File: src/rtl/mux_nto1_rr.sv
// N:1 stream multiplexer with one output register stage, selectable fixed-select
// or round-robin arbitration, and valid/ready handshakes on both sides.
module mux_nto1_rr #(
    parameter int N     = 8,
    parameter int WIDTH = 8,
    localparam int SEL_W = $clog2(N)
) (
    input  logic               clk,
    input  logic               rst,
    input  logic [N*WIDTH-1:0] in_data,
    input  logic [N-1:0]       in_valid,
    output logic [N-1:0]       in_ready,
    input  logic               mode,
    input  logic [SEL_W-1:0]   sel,
    output logic [WIDTH-1:0]   out_data,
    output logic [SEL_W-1:0]   out_ch,
    output logic               out_valid,
    input  logic               out_ready
);

    logic [WIDTH-1:0] r_data;
    logic [SEL_W-1:0] r_ch;
    logic             r_valid;
    logic [SEL_W-1:0] r_ptr;

    logic             w_sel_ok;
    logic             w_load;
    logic             w_rr_hit;
    logic [SEL_W-1:0] w_rr_idx;
    logic             w_gnt_ok;
    logic [SEL_W-1:0] w_gnt;
    logic             w_xfer;
    logic [N-1:0]     w_ready;
    logic [SEL_W-1:0] w_ptr_nxt;
    int               w_j;

    // A select value can only be out of range when N is not a power of two.
    if ((1 << SEL_W) > N) begin : g_sel_chk
        assign w_sel_ok = (int'(sel) < N);
    end else begin : g_sel_full
        assign w_sel_ok = 1'b1;
    end

    // Reset also blocks the handshake so nothing is accepted while it is held.
    assign w_load = !rst && (!r_valid || out_ready);

    always_comb begin
        w_rr_hit = 1'b0;
        w_rr_idx = '0;
        w_j      = 0;
        for (int k = 0; k < N; k++) begin
            w_j = int'(r_ptr) + k;
            if (w_j >= N) w_j = w_j - N;
            if (!w_rr_hit && in_valid[w_j]) begin
                w_rr_hit = 1'b1;
                w_rr_idx = SEL_W'(w_j);
            end
        end
    end

    always_comb begin
        w_gnt_ok = 1'b0;
        w_gnt    = '0;
        if (mode) begin
            w_gnt_ok = w_rr_hit;
            w_gnt    = w_rr_idx;
        end else begin
            w_gnt_ok = w_sel_ok;
            w_gnt    = sel;
        end
    end

    always_comb begin
        w_ready = '0;
        if (w_load && w_gnt_ok) w_ready[w_gnt] = 1'b1;
    end

    assign w_xfer    = w_load && w_gnt_ok && in_valid[w_gnt];
    assign w_ptr_nxt = (int'(w_gnt) == N - 1) ? '0 : w_gnt + 1'b1;

    always_ff @(posedge clk) begin
        if (rst) begin
            r_valid <= 1'b0;
            r_data  <= '0;
            r_ch    <= '0;
            r_ptr   <= '0;
        end else if (w_xfer) begin
            r_valid <= 1'b1;
            r_data  <= in_data[w_gnt*WIDTH +: WIDTH];
            r_ch    <= w_gnt;
            if (mode) r_ptr <= w_ptr_nxt;
        end else if (out_ready) begin
            r_valid <= 1'b0;
        end
    end

    assign in_ready  = w_ready;
    assign out_data  = r_data;
    assign out_ch    = r_ch;
    assign out_valid = r_valid;

endmodule

File: config.mk
export PLATFORM = sky130hd
export DESIGN_NAME = mux_nto1_rr
export DESIGN_NICKNAME = d
export VERILOG_FILES = /design/src/rtl/mux_nto1_rr.sv
export SDC_FILE = /design/constraint.sdc
export NUM_CORES = 1
export LEC_CHECK = 0
export CELL_PAD_IN_SITES_DETAIL_PLACEMENT = 2
export CELL_PAD_IN_SITES_GLOBAL_PLACEMENT = 2
export CORE_MARGIN = 1.5
export CORE_UTILIZATION = 27
export DETAILED_ROUTE_END_ITERATION = 10
export PLACE_DENSITY_LB_ADDON = 0.05
export SLEW_MARGIN = 20
export SYNTH_ARGS = -nofsm -noshare
export SYNTH_HDL_FRONTEND = slang
export SYNTH_SLANG_ARGS = --single-unit
File: constraint.sdc
create_clock -name clk -period 8.8 [get_ports clk]
set_clock_uncertainty 0.1 [all_clocks]
set_input_delay 0.88 -clock clk [delete_from_list [all_inputs] [get_ports clk]]
set_output_delay 0.88 -clock clk [all_outputs]
set_load 0.05 [all_outputs]
==> impl_results.html <==
<table>
<tr><th>Metric</th><th>Value</th></tr>
<tr><th colspan="2">Critical path</th></tr>
<tr><td>Critical path cell sequence</td><td>inv_1 &gt; ha_1 &gt; mux4_2 &gt; nand2_1 &gt; a32oi_1 &gt; a2111oi_0 &gt; o21ai_1 &gt; a311oi_4 &gt; and2_1 &gt; nand2_1 &gt; nor2_1 &gt; clkdlybuf4s50_1</td></tr>
<tr><td>Reg2reg setup slack</td><td>2.44 ns</td></tr>
<tr><td>Cell type group with the largest total delay on the critical path</td><td>compound AO/OA/AOI/OAI gates</td></tr>
<tr><td>CP most frequent cell</td><td>nand2_1</td></tr>
<tr><td>Reg-to-reg startpoint</td><td>r_ptr[0]</td></tr>
<tr><td>Startpoint type of the worst setup path</td><td>register</td></tr>
<tr><td>Type of the setup path with the least slack</td><td>reg -&gt; out</td></tr>
<tr><td>Reg2reg path depth</td><td>13</td></tr>
<tr><td>Data required time at the worst endpoint</td><td>roughly 7.8 ns</td></tr>
<tr><td>Sort of element at the end of the critical path</td><td>primary output</td></tr>
<tr><td>Critical path buffer and inverter count</td><td>2</td></tr>
<tr><td>Arrival time reported for the critical path endpoint</td><td>about 5.6 ns</td></tr>
<tr><td>Max Fanout on Critical Path</td><td>19</td></tr>
<tr><td>Reg-to-reg endpoint</td><td>r_ptr[0]</td></tr>
<tr><td>Master of the slowest instance on the critical path</td><td>dfxtp_1</td></tr>
<tr><td>Maximum cell stage delay along the critical path</td><td>1.00 ns</td></tr>
<tr><th colspan="2">Global routing</th></tr>
<tr><td>Global route total overflow</td><td>0</td></tr>
<tr><td>Wire length of the first global-routing pass</td><td>14600 µm</td></tr>
<tr><td>Vias in the first global route</td><td>2700</td></tr>
<tr><td>Largest net degree at the start of global routing</td><td>26</td></tr>
<tr><td>Total track usage</td><td>21.1%</td></tr>
<tr><td>Initial antenna violation count</td><td>0</td></tr>
<tr><th colspan="2">Final layout</th></tr>
<tr><td>Commonest non-fill, non-tap cell in the layout</td><td>clkdlybuf4s50_1</td></tr>
<tr><td>Antenna diodes</td><td>0</td></tr>
<tr><td>Area of all sequential standard cells</td><td>300 µm²</td></tr>
<tr><td>Relative area change from synthesis to final layout</td><td>45.5%</td></tr>
<tr><td>Post-route standard cell area excluding fillers</td><td>around 0.0034 mm²</td></tr>
<tr><td>Number of nets in the layout</td><td>424</td></tr>
<tr><td>Filler Cell Count</td><td>920</td></tr>
<tr><td>Share of layout cells above drive strength 1</td><td>approximately 18%</td></tr>
<tr><td>Combined area of the multi-input logic cells</td><td>0.00189 mm²</td></tr>
<tr><td>Highest-count cells in the layout ignoring fill and taps</td><td>98 x clkdlybuf4s50_1, 34 x nor2_1, 27 x mux2i_1</td></tr>
<tr><th colspan="2">CTS</th></tr>
<tr><td>Clock slew at reported path FFs</td><td>0.07 ns</td></tr>
<tr><td>TritonCTS clock tree</td><td>built</td></tr>
<tr><td>CTS max path bufs</td><td>2</td></tr>
<tr><td>Number of buffers inserted by post-CTS setup repair</td><td>0</td></tr>
<tr><td>Worst-Skew Late Latency</td><td>0.26 ns</td></tr>
<tr><td>Buffer type at the clock tree root</td><td>clkbuf_8</td></tr>
<tr><td>Post-CTS Hold Fix Bufs</td><td>0</td></tr>
<tr><td>Number of resized instances in the post-cts repair step</td><td>0</td></tr>
<tr><td>H-Tree Depth</td><td>1</td></tr>
<tr><td>Sinks on Clock Net</td><td>15</td></tr>
<tr><td>CTS buffer count</td><td>3</td></tr>
<tr><th colspan="2">Timing</th></tr>
<tr><td>Worst-case headroom to the max-slew limit</td><td>31.3%</td></tr>
<tr><td>Unrepaired setup endpoints after global routing</td><td>false</td></tr>
<tr><td>Final Max Slew Viols</td><td>0</td></tr>
<tr><td>Number of failing setup endpoints in the final timing report</td><td>0</td></tr>
<tr><td>Share of the clock period used by the worst path after layout</td><td>between 70% and 80%</td></tr>
<tr><td>Worst Slack Setup Final</td><td>approximately 2.2 ns</td></tr>
<tr><td>Post-Route Hold Slack</td><td>between 0.4 and 0.5 ns</td></tr>
<tr><td>Total negative setup slack</td><td>0 ns</td></tr>
<tr><td>Highest clock rate</td><td>0.152 GHz</td></tr>
<tr><td>Hold violation count in the final report</td><td>0</td></tr>
<tr><td>Shortest period the worst path allows</td><td>~6.6 ns</td></tr>
<tr><td>Actual transition at the worst max-transition pin</td><td>1.03 ns</td></tr>
<tr><th colspan="2">Die</th></tr>
<tr><td>Starting Density</td><td>28.1%</td></tr>
<tr><td>Core Rows</td><td>33</td></tr>
<tr><td>DIE HEIGHT</td><td>95.9 µm</td></tr>
<tr><td>Area enclosed by the die boundary</td><td>between 0.009 and 0.01 mm²</td></tr>
<tr><td>Io pins</td><td>99</td></tr>
<tr><td>Floorplan core area</td><td>0.00830 mm²</td></tr>
<tr><td>DIE WIDTH</td><td>approximately 96 µm</td></tr>
<tr><th colspan="2">Logic synthesis</th></tr>
<tr><td>Post-synthesis sequential element count</td><td>15</td></tr>
<tr><td>Post-Synthesis Cell Area</td><td>between 0.002 and 0.0025 mm²</td></tr>
<tr><td>Commonest register cell after synthesis</td><td>dfxtp_1</td></tr>
<tr><td>Net count after synthesis</td><td>337</td></tr>
<tr><td>Yosys Warn Count</td><td>0</td></tr>
<tr><td>Sequential fraction of the synthesis area</td><td>12.9%</td></tr>
<tr><td>Number of standard cells after synthesis</td><td>255</td></tr>
<tr><td>Post-synthesis cell type count</td><td>62</td></tr>
<tr><td>Share of flip-flops with an asynchronous set or reset</td><td>0%</td></tr>
<tr><td>Number of enable flip-flop cells after synthesis</td><td>0</td></tr>
<tr><td>Mean cell area of the mapped netlist</td><td>9.14 µm²</td></tr>
<tr><th colspan="2">Power</th></tr>
<tr><td>Total net switching power</td><td>0.636 mW</td></tr>
<tr><td>Total Power Consumption</td><td>between 1 and 1.5 mW</td></tr>
<tr><td>Seq pwr share</td><td>a little under an eighth</td></tr>
<tr><td>Maximum vdd ir drop</td><td>0.150 mV</td></tr>
<tr><td>Int Power</td><td>0.531 mW</td></tr>
<tr><td>Combinational group share of total power</td><td>a little over four fifths</td></tr>
<tr><td>Power density relative to cell area</td><td>344 mW/mm²</td></tr>
<tr><td>Sw Ratio</td><td>about 54%</td></tr>
<tr><td>Leakage Power</td><td>1.16 nW</td></tr>
<tr><td>Clock network power share</td><td>5.2%</td></tr>
<tr><th colspan="2">Routing</th></tr>
<tr><td>Final routed wire length divided by cell count</td><td>20.8 µm</td></tr>
<tr><td>DRC violation count after routing</td><td>0</td></tr>
<tr><td>Length of the first detailed-routing pass in iterations</td><td>4</td></tr>
<tr><td>Number of vias after detailed routing</td><td>2499</td></tr>
<tr><td>Antenna-violating nets left</td><td>0</td></tr>
<tr><td>Number of violations reported at the end of detailed-routing iteration 0</td><td>between 70 and 80</td></tr>
<tr><td>Number of vias per cell</td><td>5.60</td></tr>
<tr><td>Total wirelength of the detailed-routed design</td><td>9280 µm</td></tr>
<tr><th colspan="2">Placed design</th></tr>
<tr><td>Placement-stage cell area</td><td>0.00334 mm²</td></tr>
<tr><td>Weighted congestion at the end of routability-driven global placement</td><td>0.827</td></tr>
<tr><td>Pre-CTS setup slack</td><td>2.37 ns</td></tr>
<tr><td>Buffers added on ports</td><td>between 90 and 100</td></tr>
<tr><td>Final HPWL from detailed placement</td><td>7510 µm</td></tr>
<tr><th colspan="2">Outcome</th></tr>
<tr><td>Result of the run</td><td>completed</td></tr>
<tr><th colspan="2">Hold path</th></tr>
<tr><td>Startpoint of the lowest-slack hold path</td><td>out_ch[2]</td></tr>
<tr><td>Path category of the worst min-delay check</td><td>reg -&gt; reg</td></tr>
<tr><td>Number of cells on the worst hold path</td><td>2</td></tr>
<tr><td>Capture endpoint of the worst hold path</td><td>out_ch[2]</td></tr>
<tr><th colspan="2">Flow run</th></tr>
<tr><td>Max-capacitance violation count</td><td>0</td></tr>
</table>
[synth_stat cells (5+ instances only)]
cell type	count	share of area (%)
mux2_2	23	11
a221o_1	8	3.4
nand2_1	11	1.8
buf_2	7	1.5
mux2i_1	27	12
nand2b_1	5	1.3
a211oi_2	9	4.8
nor3_1	5	1.1
nor2_1	34	5.5
o22ai_1	8	2.1
mux4_2	12	12
a21oi_1	5	1.1
inv_1	8	1.3
dfxtp_1	15	13
[stage by stage]
step / utilization [%] / instances
4_1_cts: 40.9 / 446
3_5_place_dp: 40.3 / 442
2_1_floorplan: - / 255
5_1_grt: 40.9 / 446
3_3_place_gp: 40.3 / 442
6_report: 40.9 / 446
[worst reg2reg max path, cell delays in order, from the launching register on]
cell and delay (ns):
dfxtp_1 1.00, inv_1 0.19, ha_1 0.64, mux4_2 0.65, mux2_2 0.38, nor3_1 0.21
o311ai_1 0.15, o211a_2 0.21, nor3_4 0.70, buf_4 0.47, a211oi_2 0.18, o32ai_4 0.84
nand2_1 0.24, a32o_1 0.31
[cells by family after synthesis]
family	count (synthesis)	synth area share, %
multiplexers	63	34.9
XOR/XNOR	3	1.13
AND/OR/NAND/NOR	75	16.0
AO/OA/AOI/OAI	70	27.3
buffers and inverters	26	6.17
adder cells (fa/ha/maj)	3	1.61
flip-flops	15	12.9
[layout make-up]
cell class,count,share of cell area [%]
Clock buffer,3,1.22
Clock inverter,1,0.148
Inverter,8,0.886
Multi-Input combinational cell,214,55.6
Sequential cell,15,8.86
Tap cell,105,3.87
Timing Repair Buffer,100,29.4
[registers in the layout (all words and copies together) (netlist names)]
name	flops
out_ch	3
out_data	8
r_ptr	3
out_valid	1
[how the worst max path moves through the flow]
stage / from / end / slack (ns) / cells after the start
after floorplan: r_ptr[0] / in_ready[4] / 3.71 / 15
after global placement: r_ptr[0] / r_ptr[0] / 2.59 / 13
after detailed placement: r_ptr[0] / r_ptr[0] / 2.37 / 13
after CTS: r_ptr[0] / in_ready[6] / 2.16 / 11
after global routing: r_ptr[0] / in_ready[7] / 1.70 / 12
final: r_ptr[0] / in_ready[7] / 2.21 / 12
[power by group through the flow]
| stage | registers, mW | logic, mW | clock network, mW |
|---|---|---|---|
| floorplan | 0.201 | 0.663 | 0 |
| global placement | 0.136 | 0.962 | 0 |
| detailed placement | 0.138 | 0.969 | 0 |
| CTS | 0.137 | 0.977 | 0.0622 |
| global route | 0.143 | 1.05 | 0.0654 |
| finish | 0.136 | 0.970 | 0.0602 |
[metal layers]
metal	vias to the layer above	GRT usage [%]	wire length [µm]	part of all wire, %
met5	-	0	0	0
met1	1236	27.8	4330	47
met2	68	35.5	4340	47
met3	9	3.71	487	5.2
li1	1186	-	-	-
met4	0	5.15	126	1.4
Note: power is estimated with default switching activity, not from simulation.
